[config.mk]
export PLATFORM = sky130hd
export DESIGN_NAME = bdd_walk_ctrl
export DESIGN_NICKNAME = d
export VERILOG_FILES = /design/src/rtl/bdd_pkg.sv /design/src/rtl/bdd_next_sel.sv /design/src/rtl/bdd_walk_ctrl.sv
export SDC_FILE = /design/constraint.sdc
export NUM_CORES = 1
export LEC_CHECK = 0
export CORE_MARGIN = 3
export CORE_UTILIZATION = 57
export DETAILED_ROUTE_END_ITERATION = 12
export DONT_BUFFER_PORTS = 1
export GPL_ROUTABILITY_DRIVEN = 0
export PLACE_DENSITY = 0.79
export SYNTH_ARGS = -nofsm -noshare
export SYNTH_HDL_FRONTEND = slang
export SYNTH_HIERARCHICAL = 1
export SYNTH_SLANG_ARGS = --single-unit
[constraint.sdc]
create_clock -name clk -period 3 [get_ports clk]
set_input_delay 0.45 -clock clk [delete_from_list [all_inputs] [get_ports clk]]
set_output_delay 0.45 -clock clk [all_outputs]
set_load 0.02 [all_outputs]
[src/rtl/bdd_pkg.sv]
// Shared defaults and the walk-state encoding for the decision-diagram sequencer.
package bdd_pkg;

    localparam int BDD_FEAT_W    = 8;
    localparam int BDD_NFEAT     = 3;
    localparam int BDD_ADDR_W    = 8;
    localparam int BDD_PTR_W     = BDD_ADDR_W + 1;
    localparam int BDD_ACC_W     = 18;
    localparam int BDD_MAX_DEPTH = 255;

    // Pointer bit that marks a leaf (class) instead of a node address.
    localparam int CLASS_BIT = BDD_ADDR_W;

    // Node word: coefficients above the threshold; child word: lo child above hi child.
    localparam int THR_LSB      = 0;
    localparam int COEF_LSB     = BDD_FEAT_W;
    localparam int CHILD_HI_LSB = 0;
    localparam int CHILD_LO_LSB = BDD_PTR_W;

    typedef enum logic [2:0] {
        S_IDLE,
        S_FETCH,
        S_LOAD,
        S_MAC,
        S_SETTLE,
        S_DECIDE,
        S_DONE
    } bdd_state_e;

endpackage

[src/rtl/bdd_next_sel.sv]
// Child selection: unsigned compare of the accumulator against the node threshold.
module bdd_next_sel #(
    parameter int ACC_W  = 18,
    parameter int FEAT_W = 8,
    parameter int PTR_W  = 9
) (
    input  logic [ACC_W-1:0]   acc_i,
    input  logic [FEAT_W-1:0]  thr_i,
    input  logic [2*PTR_W-1:0] child_i,
    output logic [PTR_W-1:0]   next_ptr_o,
    output logic               is_class_o
);

    logic take_lo;

    // Equality falls through to the hi child.
    assign take_lo    = acc_i < {{(ACC_W-FEAT_W){1'b0}}, thr_i};
    assign next_ptr_o = take_lo ? child_i[2*PTR_W-1:PTR_W] : child_i[PTR_W-1:0];
    assign is_class_o = next_ptr_o[PTR_W-1];

endmodule

[src/rtl/bdd_walk_ctrl.sv]
// Walks one feature vector from a root pointer to a leaf class through node/child SRAMs
// and the shared MAC.
//   state    | meaning
//   S_IDLE   | waiting for start, feature vector latched on accept
//   S_FETCH  | node/child address presented to the SRAMs
//   S_LOAD   | read data valid, node latched, MAC cleared
//   S_MAC    | one multiply-accumulate term per cycle, NFEAT cycles
//   S_SETTLE | accumulator catching up with the last term
//   S_DECIDE | pick child, finish on leaf or depth limit, else next node
//   S_DONE   | raise done for one cycle, back to idle
module bdd_walk_ctrl
    import bdd_pkg::*;
#(
    parameter  int FEAT_W    = BDD_FEAT_W,
    parameter  int NFEAT     = BDD_NFEAT,
    parameter  int ADDR_W    = BDD_ADDR_W,
    parameter  int ACC_W     = BDD_ACC_W,
    parameter  int MAX_DEPTH = BDD_MAX_DEPTH,
    localparam int PTR_W     = ADDR_W + 1
) (
    input  logic                      clk,
    input  logic                      rst_n,
    input  logic                      start,
    input  logic [PTR_W-1:0]          root_ptr,
    input  logic [NFEAT*FEAT_W-1:0]   feat_in,
    output logic                      busy,
    output logic                      done,
    output logic [PTR_W-1:0]          class_out,
    output logic                      err,
    output logic [ADDR_W-1:0]         node_addr,
    input  logic [(NFEAT+1)*FEAT_W-1:0] node_rdata,
    output logic [ADDR_W-1:0]         child_addr,
    input  logic [2*PTR_W-1:0]        child_rdata,
    output logic                      mac_clr,
    output logic                      mac_en,
    output logic [FEAT_W-1:0]         mac_a,
    output logic [FEAT_W-1:0]         mac_b,
    input  logic [ACC_W-1:0]          mac_acc
);

    localparam int K_W     = (NFEAT > 1) ? $clog2(NFEAT) : 1;
    localparam int DEPTH_W = $clog2(MAX_DEPTH + 1);

    bdd_state_e                state_q;
    logic [K_W-1:0]            k_q;
    logic [K_W-1:0]            k_nxt;
    logic [DEPTH_W-1:0]        depth_q;
    logic [NFEAT*FEAT_W-1:0]   feat_q;
    logic [NFEAT*FEAT_W-1:0]   coef_q;
    logic [FEAT_W-1:0]         thr_q;
    logic [2*PTR_W-1:0]        child_q;
    logic                      busy_q;
    logic                      done_q;
    logic                      err_q;
    logic [PTR_W-1:0]          class_q;
    logic [ADDR_W-1:0]         node_addr_q;
    logic                      mac_clr_q;
    logic                      mac_en_q;
    logic [FEAT_W-1:0]         mac_a_q;
    logic [FEAT_W-1:0]         mac_b_q;
    logic [FEAT_W-1:0]         feat_nxt;
    logic [FEAT_W-1:0]         coef_nxt;
    logic [PTR_W-1:0]          sel_ptr;
    logic                      sel_is_class;

    bdd_next_sel #(
        .ACC_W  (ACC_W),
        .FEAT_W (FEAT_W),
        .PTR_W  (PTR_W)
    ) u_next_sel (
        .acc_i      (mac_acc),
        .thr_i      (thr_q),
        .child_i    (child_q),
        .next_ptr_o (sel_ptr),
        .is_class_o (sel_is_class)
    );

    // coef_q keeps coefficient 0 in its top slot, mirroring the node word layout.
    assign k_nxt    = k_q + K_W'(1);
    assign feat_nxt = feat_q[int'(k_nxt)*FEAT_W +: FEAT_W];
    assign coef_nxt = coef_q[(NFEAT-1-int'(k_nxt))*FEAT_W +: FEAT_W];

    always_ff @(posedge clk) begin
        if (!rst_n) begin
            state_q     <= S_IDLE;
            k_q         <= '0;
            depth_q     <= '0;
            feat_q      <= '0;
            coef_q      <= '0;
            thr_q       <= '0;
            child_q     <= '0;
            busy_q      <= 1'b0;
            done_q      <= 1'b0;
            err_q       <= 1'b0;
            class_q     <= '0;
            node_addr_q <= '0;
            mac_clr_q   <= 1'b0;
            mac_en_q    <= 1'b0;
            mac_a_q     <= '0;
            mac_b_q     <= '0;
        end else begin
            done_q    <= 1'b0;
            mac_clr_q <= 1'b0;
            mac_en_q  <= 1'b0;
            case (state_q)
                S_IDLE: begin
                    if (start) begin
                        feat_q  <= feat_in;
                        err_q   <= 1'b0;
                        depth_q <= '0;
                        busy_q  <= 1'b1;
                        if (root_ptr[PTR_W-1]) begin
                            class_q <= root_ptr;
                            state_q <= S_DONE;
                        end else begin
                            class_q     <= '0;
                            node_addr_q <= root_ptr[ADDR_W-1:0];
                            state_q     <= S_FETCH;
                        end
                    end
                end
                S_FETCH: begin
                    mac_clr_q <= 1'b1;
                    state_q   <= S_LOAD;
                end
                S_LOAD: begin
                    coef_q   <= node_rdata[(NFEAT+1)*FEAT_W-1:FEAT_W];
                    thr_q    <= node_rdata[FEAT_W-1:0];
                    child_q  <= child_rdata;
                    k_q      <= '0;
                    mac_en_q <= 1'b1;
                    mac_a_q  <= feat_q[FEAT_W-1:0];
                    mac_b_q  <= node_rdata[NFEAT*FEAT_W +: FEAT_W];
                    state_q  <= S_MAC;
                end
                S_MAC: begin
                    if (k_q == K_W'(NFEAT-1)) begin
                        state_q <= S_SETTLE;
                    end else begin
                        k_q      <= k_nxt;
                        mac_en_q <= 1'b1;
                        mac_a_q  <= feat_nxt;
                        mac_b_q  <= coef_nxt;
                    end
                end
                S_SETTLE: begin
                    state_q <= S_DECIDE;
                end
                S_DECIDE: begin
                    if (sel_is_class) begin
                        class_q <= sel_ptr;
                        state_q <= S_DONE;
                    end else if (depth_q == DEPTH_W'(MAX_DEPTH-1)) begin
                        // A loop in the diagram ends here rather than spinning forever.
                        err_q   <= 1'b1;
                        class_q <= '0;
                        state_q <= S_DONE;
                    end else begin
                        depth_q     <= depth_q + DEPTH_W'(1);
                        node_addr_q <= sel_ptr[ADDR_W-1:0];
                        state_q     <= S_FETCH;
                    end
                end
                S_DONE: begin
                    done_q  <= 1'b1;
                    busy_q  <= 1'b0;
                    state_q <= S_IDLE;
                end
                default: begin
                    state_q <= S_IDLE;
                end
            endcase
        end
    end

    assign busy       = busy_q;
    assign done       = done_q;
    assign err        = err_q;
    assign class_out  = class_q;
    assign node_addr  = node_addr_q;
    assign child_addr = node_addr_q;
    assign mac_clr    = mac_clr_q;
    assign mac_en     = mac_en_q;
    assign mac_a      = mac_a_q;
    assign mac_b      = mac_b_q;

endmodule

======== Word-level counts from Yosys, hierarchy flattened ========
Cells that the tools add are included.
word-level totals
  logic and storage cells ................. 87
  bits in registers ....................... 125
  output and inout port bits .............. 46
  input port bits ......................... 104
operators by class
  add/subtract/negate cells ............... 3
  reductions and logical operators ........ 12
  shift operators ......................... 2
  eq/ne operators ......................... 16
  magnitude comparators ................... 1
  mux-type cells .......................... 37
operators with widths
  operator             count
  $mux 8               9
  $pmux 8 s2           4
  $shiftx 24x6->8      2
  $mux 9               5
  $lt 18x8->1          1
  $pmux 3 s6           1
  $pmux 9 s2           1
  $mux 3               5
  $ne 2x2->1 const B   7
  $eq 3x3->1 const B   3
  $add 8x1->8 const B  1
  $eq 8x8->1 const B   1
  $reduce_and 2->1     4
  $reduce_and 4->1     2
  $mux 1               7
  $eq 3x2->1 const B   2
  $pmux 1 s2           3
  $reduce_bool 2->1    3
  $reduce_and 5->1     1
  $pmux 2 s2           1
  $eq 3x1->1 const B   1
  $logic_not 3->1      1
  $ne 3x3->1 const B   1
  $reduce_and 3->1     1
  4 further kinds      4

======== Logic depth before layout (Yosys ltp) ========
  depth in word-level cells ............... 5
  gate-level depth with buffers ........... 11
  depth with buffers taken out ............ 10

======== By module ========
The synthesis kept the hierarchy.
by module, submodules not included
  module         seq. area each (µm²)  instances  cells an instance  area each (µm²)
  bdd_walk_ctrl  2502.4                1          690                5693.0
  bdd_next_sel   0.0                   1          40                 351.6

======== Worst setup path before layout ========
No wires, ideal clock.
  kind .................................... in2reg
  start ................................... input port mac_acc[1]
  end ..................................... register node_addr_q[0], in the netlist child_addr[0]
  stages on the path ...................... 8
  setup time .............................. 0.119 ns
  path buffers ............................ 0
  arrival ................................. 2.767 ns
  required time ........................... 2.881 ns
  setup slack ............................. 0.114 ns
  cell sequence ........................... ha_1 > a211o_1 > a311oi_4 > mux2_2 > and4bb_2 > o21a_1 > nor2_1 > o221a_2
on the way
  elaborated cells on any way between the ends .. 7
  those cells by class .................... 1 x order compare; 1 x eq/ne; 4 x mux; 1 x reduce/logical
RTL lines
  element                     line                  RTL
  start: declaration          bdd_walk_ctrl.sv:38   input logic [ACC_W-1:0] mac_acc
  $lt 18x8->1                 bdd_next_sel.sv:17    assign take_lo = acc_i < {{(ACC_W-FEAT_W){1'b0}}, thr_i};
  $mux 9                      bdd_next_sel.sv:18    assign next_ptr_o = take_lo ? child_i[2*PTR_W-1:PTR_W] : child_i[PTR_W-1:0];
  net sel_is_class            bdd_walk_ctrl.sv:64   logic sel_is_class;
  $ne 2x2->1 (no line)        n/a
  $reduce_and 5->1 (no line)  n/a
  end signal: assignment      bdd_walk_ctrl.sv:117  node_addr_q <= root_ptr[ADDR_W-1:0];
  end signal: assignment      bdd_walk_ctrl.sv:160  node_addr_q <= sel_ptr[ADDR_W-1:0];
  end: declaration            bdd_walk_ctrl.sv:56   logic [ADDR_W-1:0] node_addr_q;
The timed path passes the listed nets, and every way through them passes these cells. The select of a mux whose other input is x is not followed.
A chain may end at the register's enable or synchronous reset.

======== Final worst setup path ========
  start ................................... register thr_q[4]
  end ..................................... register node_addr_q[1], in the netlist child_addr[1]
on the way
  elaborated cells on any way between the ends .. 7
  those cells by class .................... 1 x order compare; 1 x eq/ne; 4 x mux; 1 x reduce/logical
RTL lines
  element                     line                  RTL
  start: declaration          bdd_walk_ctrl.sv:50   logic [FEAT_W-1:0] thr_q;
  start signal: assignment    bdd_walk_ctrl.sv:128  thr_q <= node_rdata[FEAT_W-1:0];
  $lt 18x8->1                 bdd_next_sel.sv:17
  $mux 9                      bdd_next_sel.sv:18
  net sel_is_class            bdd_walk_ctrl.sv:64
  $ne 2x2->1 (no line)        n/a
  $reduce_and 5->1 (no line)  n/a
The timed path passes the listed nets, and every way through them passes these cells. The select of a mux whose other input is x is not followed.

==> impl_metrics.yaml <==
placed_design:
  dpl_cell_area_um2: 6000
  dp.final_hpwl_um: 9790
  place.port_buffers: 0
  post-place-ws_ns: -0.00293
finish:
  antennaDiodeCount: 0
  total_of_fill_cells_in_the_finished_design: 846
  finish.utilization_pct: 65.7
  final_cell_area_um2: 6600
  final_layout_size_suffix_gt1_share_pct: 11.0
  finalNetCount: 810
  area_delta_synth_final_pct: 9.13
global_route:
  number_of_antenna_violations_at_the_first_check_in_global_routing: 0
  grt_start_max_net_pins: 132
  grt_pass1_wl_um: 23200
  grt_usage_pct: 24.8
  grt_remaining_overflow: 0
  first_global_vias: 4849
timing:
  maximum_achievable_frequency_mhz: 350
  period_needed_ns: 2.86
  fin_skew_ns: 0.00704
  rsz0062_at_grt: "no"
  least_setup_slack_across_all_paths_after_layout_ns: 0.143
  max-slew-margin-rel_pct: 55.5
  finalCritPeriodShare_pct: 95.2
  worst_slew_pin_slew_ns: 0.667
  report.final.hold_viol_count: 0
  finalSetupViolCount: 0
  totalNegativeSetupSlack_ns: 0
  report.final.slew_viol_count: 0
cts:
  ctsHtreeMaxLevel: 4
  clkSlewWorstSetupHoldPaths_ns: 0.06
  cts_hold_buffers: 0
  cts.sinks: 125
  cts_setup_buffers: 0
  clockRootBuffer: "clkbuf_8"
  max_root_sink_buffers: 2
  cts_tree: "done"
  tritoncts.num_buffers: 17
  cts_resized: 0
  worstSkewPairLatency_ns: 0.52
critical_path:
  worst-setup-path-type: "flip-flop to flip-flop"
  critical_path.startpoint_type: "flip-flop"
  crit_path_end_kind: "flip-flop"
  path_max_fanout: 8
  cp_slowest_stage_delay_ns: 0.40
  crit_path_cell_chain: "inv_1 -> ha_1 -> a21oi_1 -> a2111oi_2 -> a311oi_4 -> mux2_2 -> and4bb_2 -> o21ai_1 -> a21boi_4 -> o221a_2"
  crit_buf_inv: 1
  reg2reg_setup_slack_ns: 0.14
  worst_ep_required_time_ns: 3.46
  timing.critical_path.arrival_ns: 3.32
  path_delay_family: "compound AO/OA/AOI/OAI gates"
  timing.critical_path.slowest_stage_cell: "mux2_2"
power_and_ir_drop:
  p_int_mw: 4.08
  p_clk_share_pct: 31.2
  power_frac_comb_pct: 27.3
  vdd_ir_drop_max_mv: 0.533
  power.share.switching_pct: 37.4
  leakagePower_nw: 2.42
  power.sequential.fraction_pct: 41.5
  power.switching_mw: 2.44
  power-per-cell-area_nw_per_um2: 987
logic_synthesis:
  async_reset_ff_share_pct: 0
  synth_warnings: 6
  synthesis.area_per_instance_um2: 8.28
  synth_edf_count: 0
  synth.net_count: 844
  synth_cells: 730
  synth_seq_area_share_pct: 41.4
  post-synth-top-area-cell: "dfxtp_1"
  synthesis.area_um2: 6040
  synth.most_common_cell: "nand2_1"
  yosys.cell_types.count: 57
  postSynthRegisterBits: 125
  post_synth_most_frequent_cells: "nand2_1 (193), dfxtp_1 (125), a21boi_0 (78)"
  netlist.area_leader.share_pct: 41.4
  synth_ff_type: "dfxtp_1"
  synth_area_leaders: "dfxtp_1 (41%), nand2_1 (12%), a21boi_0 (9.7%), clkbuf_1 (2.3%), o21ai_0 (2.2%)"
floorplanning:
  placeableCoreArea_um2: 10000
  design.die.area_um2: 11900
  floorplan.io_pins: 150
  row_count: 36
  die_x_um: 109
  chipHeight_um: 109
  floorplan.initialDensity_pct: 60.2
run:
  maxCapViolations: 0
routing:
  drt_wl_total_um: 14600
  detail_route.vias_per_cell: 5.97
  route.antenna.remaining_nets: 0
  vias: 5017
  wl_per_cell_um: 17.4
  drt-initial-drc-count: 358
  remaining_drc_errors: 0
  iteration_count_of_the_initial_detailed_routing_pass: 5
hold_path:
  hp-class: "primary input to flip-flop"
run_status:
  run_status: "completed"
[routing by layer]
metal / vias to the layer above / global-route usage, % / wire length [um]
met1: 2326 / 30.4 / 5820
li1: 2434 / - / -
met5: - / 0 / 0
met4: 0 / 12.4 / 374
met3: 38 / 6.45 / 1210
met2: 219 / 40.3 / 7230
[power groups by stage]
stage	Clock (mW)	Sequential (mW)	Combinational [mW]
2_1_floorplan	0	2.50	1.66
3_3_place_gp	0	2.71	1.68
3_5_place_dp	0	2.74	1.76
4_1_cts	2.06	2.71	1.77
5_1_grt	2.15	2.77	2.01
6_report	2.03	2.70	1.78
[through the flow]
step	cells	hold WS (ns)	total power [mW]
2_1_floorplan	730	0.439	4.16
3_3_place_gp	810	0.445	4.39
3_5_place_dp	810	0.451	4.50
4_1_cts	841	0.0482	6.54
5_1_grt	841	0.0672	6.93
6_report	841	0.0702	6.51
[state kept, by name, indices dropped and copies added (netlist names)]
name / flops
mac_clr: 1
done: 1
child_addr: 8
class_out: 9
feat_q: 24
state_q: 3
child_q: 18
depth_q: 8
coef_q: 24
busy: 1
thr_q: 8
mac_a: 8
err: 1
k_q: 2
mac_en: 1
mac_b: 8
[cells in the final DEF (no fill, tap or decap), types with 4 or more instances in the layout]
cell type / instances
o21ai_0: 27
nor2b_1: 4
buf_4: 11
mux2_2: 9
a22o_1: 8
clkbuf_16: 16
nor3_1: 6
a221oi_1: 8
nor3b_1: 16
a21oi_1: 20
a211o_1: 9
nand2_1: 193
nor2_1: 24
or2_2: 5
o221a_2: 8
and3_1: 17
inv_1: 12
a21boi_0: 78
mux2i_1: 12
dfxtp_1: 125
a21boi_1: 5
and2_1: 11
ha_1: 10
nand4_1: 4
nand3_1: 19
[logic make-up after synthesis]
logic type	Yosys count	synth area share (%)
flip-flops	125	41.4
AO/OA/AOI/OAI	180	22.1
adder cells (fa/ha/maj)	10	2.07
multiplexers	21	3.66
AND/OR/NAND/NOR	318	24.8
buffers and inverters	76	5.92
[final cells by class]
| type | count | area [um^2] | share of cell area, % |
|---|---|---|---|
| Clock buffer | 21 | 449 | 6.81 |
| Clock inverter | 10 | 140 | 2.12 |
| Inverter | 12 | 45.0 | 0.683 |
| Multi-Input combinational cell | 529 | 3210 | 48.7 |
| Sequential cell | 125 | 2500 | 37.9 |
| Tap cell | 133 | 166 | 2.52 |
| Timing Repair Buffer | 11 | 82.6 | 1.25 |
[final timing paths]
kind,from,endpoint,cells after the start
setup / recovery,thr_q[4],child_addr[1],10
hold / removal,rst_n,mac_en,1
setup reg to reg,thr_q[4],child_addr[1],10
hold reg to reg,child_q[0],child_q[0],2
Note: power is estimated with default switching activity, not from simulation.
